[src/rtl/morse_pkg.sv]
// Shared constants, slot helpers and FSM state type for the Morse keyer.
package morse_pkg;

  localparam int unsigned SYM_W      = 3;
  localparam int unsigned SLOT_N     = 8;
  localparam int unsigned WORD_W     = SYM_W * SLOT_N;
  localparam int unsigned SLOT_IDX_W = $clog2(SLOT_N);
  localparam int unsigned UNIT_W     = 3;
  localparam int unsigned LAST_BIT   = 2;

  localparam logic [SLOT_IDX_W-1:0] LAST_SLOT = SLOT_IDX_W'(SLOT_N - 1);

  localparam logic [1:0] CODE_DOT   = 2'b10;
  localparam logic [1:0] CODE_DASH  = 2'b11;
  localparam logic [1:0] CODE_EMPTY = 2'b00;

  localparam logic [UNIT_W-1:0] UNITS_DOT        = UNIT_W'(1);
  localparam logic [UNIT_W-1:0] UNITS_DASH       = UNIT_W'(3);
  localparam logic [UNIT_W-1:0] UNITS_IGAP       = UNIT_W'(1);
  localparam logic [UNIT_W-1:0] UNITS_CGAP       = UNIT_W'(3);
  localparam logic [UNIT_W-1:0] UNITS_WGAP_EXTRA = UNIT_W'(4);

  typedef enum logic [2:0] {
    ST_IDLE = 3'd0,
    ST_MARK = 3'd1,
    ST_IGAP = 3'd2,
    ST_SKIP = 3'd3,
    ST_WGAP = 3'd4,
    ST_CGAP = 3'd5
  } state_e;

  function automatic logic [1:0] slot_code(input logic [SYM_W-1:0] s);
    return s[1:0];
  endfunction

  function automatic logic slot_last(input logic [SYM_W-1:0] s);
    return s[LAST_BIT];
  endfunction

endpackage

[src/rtl/morse_unit_timer.sv]
// Prescaler plus unit down-counter; done flags the final cycle of a loaded interval.
module morse_unit_timer
  import morse_pkg::*;
#(
  parameter int unsigned UNIT_CYCLES = 16
) (
  input  logic              clk,
  input  logic              rst_n,
  input  logic              load,
  input  logic [UNIT_W-1:0] units,
  output logic              done
);

  localparam int unsigned PRESC_W = (UNIT_CYCLES > 1) ? $clog2(UNIT_CYCLES) : 1;
  localparam logic [PRESC_W-1:0] PRESC_MAX = PRESC_W'(UNIT_CYCLES - 1);

  logic [PRESC_W-1:0] r_presc;
  logic [UNIT_W-1:0]  r_units;
  logic               w_wrap;

  assign w_wrap = (r_presc == PRESC_MAX);
  assign done   = w_wrap && (r_units == UNIT_W'(1));

  // Counters stall once the unit count has drained to zero.
  always_ff @(posedge clk) begin
    if (!rst_n) begin
      r_presc <= '0;
      r_units <= '0;
    end else if (load) begin
      r_presc <= '0;
      r_units <= units;
    end else if (r_units != '0) begin
      if (w_wrap) begin
        r_presc <= '0;
        r_units <= r_units - UNIT_W'(1);
      end else begin
        r_presc <= r_presc + PRESC_W'(1);
      end
    end
  end

endmodule

[src/rtl/morse_keyer.sv]
// Serialises one packed Morse word per handshake into an on/off key.
// Optional sidetone output enabled by MORSE_KEYER_SIDETONE_EN.
module morse_keyer
  import morse_pkg::*;
#(
  parameter int unsigned UNIT_CYCLES = 16
`ifdef MORSE_KEYER_SIDETONE_EN
  , parameter int unsigned TONE_HALF = 8
`endif
) (
  input  logic              clk,
  input  logic              rst_n,
  input  logic [WORD_W-1:0] morse_in,
  input  logic              in_valid,
  output logic              in_ready,
  output logic              key_out,
  output logic              busy,
`ifdef MORSE_KEYER_SIDETONE_EN
  output logic              tone_out,
`endif
  output logic              sym_err
);

  state_e                r_state;
  state_e                w_next_state;
  state_e                w_dec_state;
  logic [WORD_W-1:0]     r_shift;
  logic [WORD_W-1:0]     w_word;
  logic [SLOT_IDX_W-1:0] r_slot_idx;
  logic [SLOT_IDX_W-1:0] w_idx;
  logic [SYM_W-1:0]      w_slot;
  logic [1:0]            w_code;
  logic                  w_slot_last;
  logic                  w_fresh;
  logic                  r_marked;
  logic                  w_marked;
  logic                  r_last;
  logic                  r_key;
  logic                  r_ready;
  logic                  r_busy;
  logic                  r_err;
  logic                  w_decode;
  logic                  w_illegal;
  logic                  w_is_mark;
  logic                  w_load;
  logic                  w_done;
  logic [UNIT_W-1:0]     w_units;
  logic [UNIT_W-1:0]     w_dec_units;

  assign in_ready = r_ready;
  assign busy     = r_busy;
  assign key_out  = r_key;
  assign sym_err  = r_err;

  // In IDLE the decoder looks straight at the offered word (decode on acceptance).
  assign w_fresh     = (r_state == ST_IDLE);
  assign w_word      = w_fresh ? morse_in : r_shift;
  assign w_idx       = w_fresh ? '0 : r_slot_idx;
  assign w_marked    = w_fresh ? 1'b0 : r_marked;
  assign w_slot      = w_word[WORD_W-1 -: SYM_W];
  assign w_code      = slot_code(w_slot);
  assign w_slot_last = slot_last(w_slot);

  morse_unit_timer #(
    .UNIT_CYCLES (UNIT_CYCLES)
  ) u_timer (
    .clk   (clk),
    .rst_n (rst_n),
    .load  (w_load),
    .units (w_units),
    .done  (w_done)
  );

  // Slot decoder: anything not explicitly legal falls through to an error CGAP.
  always_comb begin
    w_dec_state = ST_CGAP;
    w_dec_units = UNITS_CGAP;
    w_illegal   = 1'b1;
    w_is_mark   = 1'b0;
    if (!((w_idx == LAST_SLOT) && !w_slot_last)) begin
      case (w_code)
        CODE_DOT: begin
          w_dec_state = ST_MARK;
          w_dec_units = UNITS_DOT;
          w_illegal   = 1'b0;
          w_is_mark   = 1'b1;
        end
        CODE_DASH: begin
          w_dec_state = ST_MARK;
          w_dec_units = UNITS_DASH;
          w_illegal   = 1'b0;
          w_is_mark   = 1'b1;
        end
        CODE_EMPTY: begin
          if (!w_marked) begin
            w_illegal = 1'b0;
            if (w_slot_last) begin
              w_dec_state = ST_WGAP;
              w_dec_units = UNITS_WGAP_EXTRA;
            end else begin
              w_dec_state = ST_SKIP;
              w_dec_units = '0;
            end
          end
        end
        default: ;
      endcase
    end
  end

  always_comb begin
    w_next_state = r_state;
    w_load       = 1'b0;
    w_units      = '0;
    w_decode     = 1'b0;
    case (r_state)
      ST_IDLE: w_decode = in_valid;
      ST_MARK: begin
        if (w_done) begin
          w_load = 1'b1;
          if (r_last) begin
            w_next_state = ST_CGAP;
            w_units      = UNITS_CGAP;
          end else begin
            w_next_state = ST_IGAP;
            w_units      = UNITS_IGAP;
          end
        end
      end
      ST_IGAP: w_decode = w_done;
      ST_SKIP: w_decode = 1'b1;
      ST_WGAP: begin
        if (w_done) begin
          w_next_state = ST_CGAP;
          w_units      = UNITS_CGAP;
          w_load       = 1'b1;
        end
      end
      ST_CGAP: begin
        if (w_done) begin
          w_next_state = ST_IDLE;
          w_load       = 1'b1;
        end
      end
      default: w_next_state = ST_IDLE;
    endcase
    if (w_decode) begin
      w_next_state = w_dec_state;
      w_units      = w_dec_units;
      w_load       = 1'b1;
    end
  end

  always_ff @(posedge clk) begin
    if (!rst_n) begin
      r_state <= ST_IDLE;
    end else begin
      r_state <= w_next_state;
    end
  end

  // Outputs are registered from the next state so they line up with the state register.
  always_ff @(posedge clk) begin
    if (!rst_n) begin
      r_shift    <= '0;
      r_slot_idx <= '0;
      r_marked   <= 1'b0;
      r_last     <= 1'b0;
      r_key      <= 1'b0;
      r_ready    <= 1'b1;
      r_busy     <= 1'b0;
      r_err      <= 1'b0;
    end else begin
      r_key   <= (w_next_state == ST_MARK);
      r_ready <= (w_next_state == ST_IDLE);
      r_busy  <= (w_next_state != ST_IDLE);
      r_err   <= w_decode && w_illegal;
      if (w_decode) begin
        r_shift    <= {w_word[WORD_W-SYM_W-1:0], {SYM_W{1'b0}}};
        r_slot_idx <= w_idx + SLOT_IDX_W'(1);
        r_marked   <= w_marked | w_is_mark;
        r_last     <= w_slot_last;
      end
    end
  end

`ifdef MORSE_KEYER_SIDETONE_EN
  localparam int unsigned TONE_W = (TONE_HALF > 1) ? $clog2(TONE_HALF) : 1;
  localparam logic [TONE_W-1:0] TONE_MAX = TONE_W'(TONE_HALF - 1);

  logic [TONE_W-1:0] r_tone_cnt;
  logic              r_tone;

  assign tone_out = r_tone;

  // Tone runs only while staying in MARK, so every mark entry restarts low.
  always_ff @(posedge clk) begin
    if (!rst_n) begin
      r_tone_cnt <= '0;
      r_tone     <= 1'b0;
    end else if ((r_state == ST_MARK) && (w_next_state == ST_MARK)) begin
      if (r_tone_cnt == TONE_MAX) begin
        r_tone_cnt <= '0;
        r_tone     <= ~r_tone;
      end else begin
        r_tone_cnt <= r_tone_cnt + TONE_W'(1);
      end
    end else begin
      r_tone_cnt <= '0;
      r_tone     <= 1'b0;
    end
  end
`endif

endmodule

[config.mk]
export PLATFORM = sky130hd
export DESIGN_NAME = morse_keyer
export DESIGN_NICKNAME = d
export VERILOG_FILES = /design/src/rtl/morse_pkg.sv /design/src/rtl/morse_unit_timer.sv /design/src/rtl/morse_keyer.sv
export SDC_FILE = /design/constraint.sdc
export NUM_CORES = 1
export LEC_CHECK = 0
export ABC_AREA = 1
export CAP_MARGIN = 20
export CORE_MARGIN = 2
export CORE_UTILIZATION = 48
export CTS_CLUSTER_DIAMETER = 150
export CTS_CLUSTER_SIZE = 24
export DETAILED_ROUTE_END_ITERATION = 8
export PLACE_DENSITY_LB_ADDON = 0.3
export SLEW_MARGIN = 30
export SYNTH_ARGS = -nofsm -noshare
export SYNTH_HDL_FRONTEND = slang
export SYNTH_SLANG_ARGS = --single-unit
[constraint.sdc]
create_clock -name clk -period 2.1 [get_ports clk]
set_clock_uncertainty 0.1 [all_clocks]
set_input_delay 0.42 -clock clk [delete_from_list [all_inputs] [get_ports clk]]
set_output_delay 0.42 -clock clk [all_outputs]
set_load 0.01 [all_outputs]
==> results of run 1 <==
-- Yosys cell counts --
| master | n | area share |
|---|---|---|
| ha_1 | 6 | 0.036 |
| buf_1 | 1 | 0.0018 |
| a31oi_1 | 18 | 0.054 |
| buf_4 | 4 | 0.014 |
| xnor2_1 | 1 | 0.0042 |
| a21oi_1 | 11 | 0.026 |
| nor2_4 | 3 | 0.016 |
| buf_6 | 1 | 0.0054 |
| o21bai_1 | 1 | 0.0036 |
| nor3b_2 | 1 | 0.0060 |
| nand3_1 | 24 | 0.057 |
| o31ai_1 | 1 | 0.0036 |
| o21ai_0 | 24 | 0.057 |
| clkbuf_1 | 2 | 0.0036 |
| a211oi_1 | 2 | 0.0072 |
| nand2_4 | 1 | 0.0054 |
| inv_1 | 24 | 0.043 |
| nor3_2 | 1 | 0.0048 |
| clkinv_2 | 1 | 0.0024 |
| o211ai_1 | 2 | 0.0072 |
| buf_2 | 5 | 0.012 |
| inv_2 | 3 | 0.0054 |
| nor2_1 | 19 | 0.034 |
| nand3b_1 | 2 | 0.0072 |
| nand4_1 | 1 | 0.0030 |
| nand2_2 | 3 | 0.0089 |
| o21ai_1 | 3 | 0.0072 |
| nand2_1 | 94 | 0.17 |
| dfxtp_1 | 40 | 0.38 |
| nand3_2 | 2 | 0.0095 |
| nor3_1 | 2 | 0.0048 |
-- power by group --
group | switching [mW] | internal (mW)
Sequential | 0.172 | 1.08
Combinational | 1.34 | 0.802
Clock | 0.266 | 0.262
Total | 1.78 | 2.14
-- sequential cells by signal (all words and copies together), names as in the netlist --
name             count
in_ready             1
key_out              1
r_marked             1
u_timer.r_presc      4
sym_err              1
r_state              3
busy                 1
r_slot_idx           3
u_timer.r_units      3
r_shift             21
r_last               1
-- worst paths after layout --
| check | slack [ps] | depth (start not counted) | endpoint | from |
|---|---|---|---|---|
| min reg2reg | 350 | 2 | r_slot_idx[2] | r_slot_idx[2] |
| max | 220 | 13 | key_out | r_state[1] |
| max reg2reg | 220 | 13 | key_out | r_state[1] |
| min | 350 | 2 | r_slot_idx[2] | r_slot_idx[2] |
-- cells by family after synthesis --
family,count (synthesis),share of synthesized area
simple gates,153,0.325
compound gates,62,0.166
buf+inv,41,0.0877
flops,40,0.382
xor+xnor,1,0.00417
fa+ha+maj,6,0.0358
-- worst register-to-register path, cell delays in order (launching register included) --
cell and delay [ps]:
dfxtp_1 340, nor2_4 140, nand2_4 70, clkinv_2 120, nor2_2 60, ha_1 190
ha_1 190, nand3_1 130, nand2_1 80, nand2_1 90, nand3_1 90, nand2_1 90
nand2_1 60, nor2_1 90
-- layout by cell type, fill, tap and decap left out, types with 6 or more instances in the layout --
cell type        netlist  final
nand3_1               24     24
dfxtp_1               40     39
o21ai_0               24     24
clkbuf_8               0      6
nor2_1                19     18
ha_1                   6      6
inv_1                 24     24
buf_4                  4     10
nand2_1               94     94
a21oi_1               11     11
a31oi_1               18     18
clkdlybuf4s50_1        0     30
-- routing by layer --
metal | share of wire | global-route usage | wire (µm) | up-vias
met2 | 0.47 | 0.329 | 2080 | 55
met4 | 0.026 | 0.103 | 116 | 0
li1 | - | - | - | 1067
met3 | 0.050 | 0.0491 | 220 | 9
met1 | 0.46 | 0.231 | 2020 | 886
met5 | 0 | 0 | 0 | -
-- cell type report --
cell class,instances,area [µm²],share of cell area
Multi-Input combinational cell,222,1120,0.433
Tap cell,52,65.1,0.0252
Timing Repair Buffer,41,395,0.153
Clock buffer,6,82.6,0.0320
Clock inverter,2,10.0,0.00388
Sequential cell,40,802,0.311
Inverter,28,106,0.0413
==> impl_results.md, run 1 <==
- Die ar.: 4920 µm²
- CTS tree: done
- Antenna cells: 0
- Die Y: 70.1 µm
- Post-synthesis average cell area: 6.92 µm²
- Core footprint: 4290 µm²
- Power Total: 3.92 mW
- CP most frequent cell: nand2_1
- Mapped cell area: 2100 µm²
- Worst hold path class: reg -> reg
- Pwr per Cell Area: between 1500 and 2000 nW/µm²
- Final worst slack: 216 ps
- Placed cells: 383
- Chip width: 70.1 µm
- Worst hold margin: 353 ps
- DR DRC count: 0
- TNS Setup: 0 ps
- CTS Root Cell: clkbuf_8
- Detailed Route Iter0 Violations: 91
- Sinks on Clock Net: 40
- Final Core Density: 0.600
- Syn_nets: 336
- Starting Density: 0.489
- GRT Resource Usage Total: 0.196
- Final slew viol count: 0
- Run status: completed
- Leak pwr: 1.14 nW
- Startpoint types: register
- Mean number of vias per cell: 5.16
- Port bufs: 30
- Worst Setup End Kind: register
- Period utilisation layout: 0.897
- Yosys reg bits: 40
- GRT overflow: 0
- Clock Path Buffers: 2
- Clk_lat worst skew: 290 ps
- Drt first pass iters: 4
- Hold Violations, Final: 0
- Top delay family on crit path: simple AND/OR/NAND/NOR gates
- Vias in the first global route: 1,857
- CP max stage cell: dfxtp_1
- Worst-Margin Slew: approximately 350 ps
- Share of cells above drive strength 1: 0.106
- GPL Wtd Cong: 0.865
- DP HPWL: 3.28 mm
- Initial antenna violation count: 0
- Post-CTS sizing: 0
- RSZ-0062 raised after global routing: false
- Cell variety after synth: 31
- H-tree levels: 2
- CTS clk-pin slew, worst paths: 80 ps
- Syn Inst Count: 303
- Antenna viol nets, final: 0
- Peak VDD IR: roughly 0.00064 V
- Slew HR: 0.769
- CP Class: reg -> reg
- Fmax: 0.531 GHz
- TritonCTS Buffers: 5
- Largest net degree at the start of global routing: a little over 40
- Fin crit period: 1880 ps
- Placement Cell Area: between 2000 and 2500 µm²
- Hold buffer count at cts: 0
- Max stage delay on crit path: 340 ps
- Post-route cell area: 2580 µm²
- Setup violators final: 0
- Critical path fanouts, max: 9
- Boundary Pins: 31
- CP arrival: between 2000 and 2500 ps
- Setup bufs post-CTS: 0
- Fill count: 425
- Placement Rows: 24
- Yosys warnings: 0
- Vias: between 2,000 and 2,500
- Maximum capacitance violations: 0
- Worst path required time: 2230 ps
- Pre-CTS WS: 158 ps
- First-pass GRT wire length: 7.71 mm
- WL per Instance: 11.3 µm
- Bufs and invs on worst path: 1
- Area Growth Syn to Fin: 22.8%
- Non-Filler Instances: 391
- DRT Wirelength: 4.43 mm
- Seq/Total Area, Yosys: 0.382
- Nets: 371
- Cells along the critical path: nor2_4 > nand2_4 > clkinv_2 > nor2_2 > ha_1 > ha_1 > nand3_1 > nand2_1 > nand2_1 > nand3_1 > nand2_1 > nand2_1 > nor2_1
No activity file was read; power rests on OpenSTA's default activity.
==> inputs of run 2 (changes only) <==
--- a/config.mk
+++ b/config.mk
@@ -12,8 +12,10 @@
 export CTS_CLUSTER_DIAMETER = 150
 export CTS_CLUSTER_SIZE = 24
 export DETAILED_ROUTE_END_ITERATION = 8
+export HOLD_SLACK_MARGIN = 0.1
 export PLACE_DENSITY_LB_ADDON = 0.3
 export SLEW_MARGIN = 30
 export SYNTH_ARGS = -nofsm -noshare
 export SYNTH_HDL_FRONTEND = slang
+export SYNTH_HIERARCHICAL = 1
 export SYNTH_SLANG_ARGS = --single-unit
==> run 2 against run 1 <==
Effect of this change: hold slack gained 4.6 ps; final area rose by 3.2%; critical path type unchanged; clock-buffer cell count stayed put; via count fell by 2.4%; cell count is 2.3% lower; highest routed layer unchanged.
==> impl_results.md, run 2 <==
- Worst path required time: 2220 ps (about the same)
- Leak pwr: 1.15 nW (+1.0%)
- Bufs and invs on worst path: 2 (+1)
- Pwr per Cell Area: 1500 nW/µm² (-1.6%)
- Final Core Density: 0.656 (+0.0553)
- Mean number of vias per cell: 5.15 (about the same)
- First-pass GRT wire length: 7.73 mm (+0.35%)
- Number of enable flip-flop cells after synthesis: 0 (unchanged)
- Syn_nets: 324 (-3.6%)
- DRT Wirelength: 4.48 mm (+1.0%)
- Syn Inst Count: 291 (-4.0%)
- Gr busiest metal: met2
- DR DRC count: 0 (unchanged)
- Largest net degree at the start of global routing: 35 (-15%)
- Fmax: 0.491 GHz (-7.5%)
- Mapped cell area: 2040 µm² (-2.7%)
- Hold Violations, Final: 0 (unchanged)
- Global Route met1 Usage: 0.252 (+0.0206)
- Vias in the first global route: 1,814 (-2.3%)
- GRT overflow: 0 (unchanged)
- Starting Density: 0.503 (+0.0143)
- Met2 usage: 0.326 (-0.00325)
- Antenna viol nets, final: 0 (unchanged)
- Largest cells by area after synthesis: dfxtp_1 (39%), nand2_1 (15%), a31oi_1 (6.7%)
- Area leader, netlist: dfxtp_1
- Detailed Route Iter0 Violations: 108 (+19%)
- GPL Wtd Cong: 0.871 (+0.72%)
- Commonest cells after routing, fill and taps aside: nand2_1 (79), dfxtp_1 (35), clkdlybuf4s50_1 (30)
- CP max stage cell: dfxtp_4
- RSZ-0062 raised after global routing: true
- Sinks on Clock Net: 40 (unchanged)
- Most flop-heavy register: r_shift
- Multi-input gate area: 1140 µm² (+1.9%)
- Max stage delay on crit path: 360 ps (+20 ps)
- Yosys reg bits: 40 (unchanged)
- CTS tree: done
- Cell variety after synth: 31 (unchanged)
- Critical path fanouts, max: 8 (-1)
- Initial antenna violation count: 0 (unchanged)
- Register area: 812 µm² (+1.2%)
- Met3 usage: 0.0363 (-0.0127)
- Post-synthesis average cell area: 7.01 µm² (+1.3%)
- Final slew viol count: 0 (unchanged)
- Clk_lat worst skew: 290 ps (about the same)
- Vias: 1,969 (-2.4%)
- Port bufs: 30 (unchanged)
- WL per Instance: 11.7 µm (+3.4%)
- Startpoint types: register
- CP arrival: 2160 ps (+140 ps)
- Most used DFF post-synth: dfxtp_1
- Chip width: 69.2 µm (-1.3%)
- Yosys warnings: 6 (+6)
- Post-route cell area: 2660 µm² (+3.2%)
- CTS Root Cell: clkbuf_8
- Top-count cell post-synth: nand2_1
- Async set-reset flop share out of synthesis: 0 (unchanged)
- List of most frequent post-synthesis cells: nand2_1 (82), dfxtp_1 (40), o21ai_0 (27), nor2_1 (23)
- Period utilisation layout: 0.970 (+0.0727)
- Worst hold margin: 358 ps (+4.62 ps)
- Drt first pass iters: 4 (unchanged)
- Die ar.: 4790 µm² (-2.6%)
- Placed cells: 371 (-3.1%)
- Synth top area share: 0.392 (+0.0108)
- DP HPWL: 3.22 mm (-1.6%)
- CTS clk-pin slew, worst paths: 80 ps (about the same)
- Run status: completed
- Setup violators final: 0 (unchanged)
- Slew HR: 0.777 (+0.00776)
- Peak VDD IR: 0.000732 V (+14%)
- Fill count: 369 (-13%)
- Cells along the critical path: ha_4 > nand3_4 > nor2_4 > o211ai_1 > nand2_4 > buf_6 > nand2_4 > inv_2 > a31oi_1 > nand2_1 > o21a_1 > nand3_1 > nand2_1 > nor2_1
- Antenna cells: 0 (unchanged)
- Worst Setup End Kind: register
- Fin crit period: 2040 ps (+153 ps)
- Core footprint: 4060 µm² (-5.5%)
- Share of cells above drive strength 1: 0.172 (+0.0655)
- Worst-Margin Slew: 334 ps (-11.6 ps)
- Top Registers: r_shift: 21 flops, u_timer/r_presc: 4 flops
- Boundary Pins: 31 (unchanged)
- Number of flip-flops in the largest register: 21 (unchanged)
- CP Class: reg -> reg
- Non-Filler Instances: 382 (-2.3%)
- Area Growth Syn to Fin: 30.3%
- Placement Cell Area: 2440 µm² (-1.5%)
- Maximum capacitance violations: 0 (unchanged)
- Commonest non-fill, non-tap cell in the layout: nand2_1
- Placement Rows: 23 (-4.2%)
- Worst hold path class: reg -> reg
- Nets: 364 (-1.9%)
- Clock Path Buffers: 2 (unchanged)
- H-tree levels: 2 (unchanged)
- Die Y: 69.2 µm (-1.3%)
- Seq/Total Area, Yosys: 0.392 (+0.0108)
- Top delay family on crit path: compound AO/OA/AOI/OAI gates
- TritonCTS Buffers: 5 (unchanged)
- GRT Resource Usage Total: 0.194 (-0.00278)
run 2: cell count changes after synthesis, moves of 3 or more:
| cell | before | now |
|---|---|---|
| clkbuf_1 | 2 | 6 |
| nand2_1 | 94 | 82 |
| nand3_1 | 24 | 16 |
| a31oi_1 | 18 | 22 |
| nor2_1 | 19 | 23 |
| o21ai_0 | 24 | 27 |
run 2: layout make-up:
cell class | count | area share
Multi-Input combinational cell | 211 | 0.428
Sequential cell | 40 | 0.305
Timing Repair Buffer | 45 | 0.163
Inverter | 28 | 0.0405
Clock buffer | 6 | 0.0273
Tap cell | 50 | 0.0235
Clock inverter | 2 | 0.0132
run 2: path summary, 6_finish.rpt:
kind / cells after the start / to / startpoint / slack, ps
setup / recovery: 14 / u_timer/r_units[1] / u_timer/r_presc[1] / 60
hold / removal: 2 / r_slot_idx[2] / r_slot_idx[2] / 360
setup reg to reg: 14 / u_timer/r_units[1] / u_timer/r_presc[1] / 60
hold reg to reg: 2 / r_slot_idx[2] / r_slot_idx[2] / 360
run 2: logic make-up (layout without fill, tap and decap cells):
kind of cell             count (synthesis)  after routing  synth area share
buffers and inverters                   40             81            0.0840
AND/OR/NAND/NOR                        140            140             0.304
flip-flops                              40             40             0.392
adder cells (fa/ha/maj)                  6              6            0.0368
AO/OA/AOI/OAI                           64             64             0.178
XOR/XNOR                                 1              1           0.00429
run 2: repair_timing:
action / in CTS / in global routing
gates resized for setup: 0 / 25
hold endpoints to repair: 0 / 0
hold buffers: 0 / 0
setup endpoints to repair: 0 / 12
setup buffers: 0 / 3
run 2: metrics by stage:
step	setup TNS, ps	setup WS [ps]	power, mW
after floorplan	0	6.54	2.75
after global placement	0	28.2	3.21
after detailed placement	0	7.68	3.25
after CTS	0	32.2	3.88
after global routing	-28.8	-26.8	4.35
final	0	63.7	3.98
run 2: worst register-to-register path, delay by kind of cell, from the launching register on:
| kind | cells | cell delay, ps |
|---|---|---|
| AOI/OAI and AO/OA | 3 | 580 |
| buffers and inverters | 2 | 180 |
| and+or+nand+nor | 8 | 560 |
| adders and majority gates | 1 | 170 |
| DFF | 1 | 360 |
run 2: per-layer routing:
metal  wire [µm]  vias up
li1            -     1037
met1        2070      890
met3         149        6
met5           0        -
met2        2210       36
met4          58        0
run 2: power by group:
| part | internal (mW) | switching [mW] | leakage (nW) |
|---|---|---|---|
| sequential | 1.06 | 0.173 | 0.332 |
| clock | 0.353 | 0.258 | 0.0552 |
| combinational | 0.816 | 1.33 | 0.762 |
| total | 2.23 | 1.76 | 1.15 |
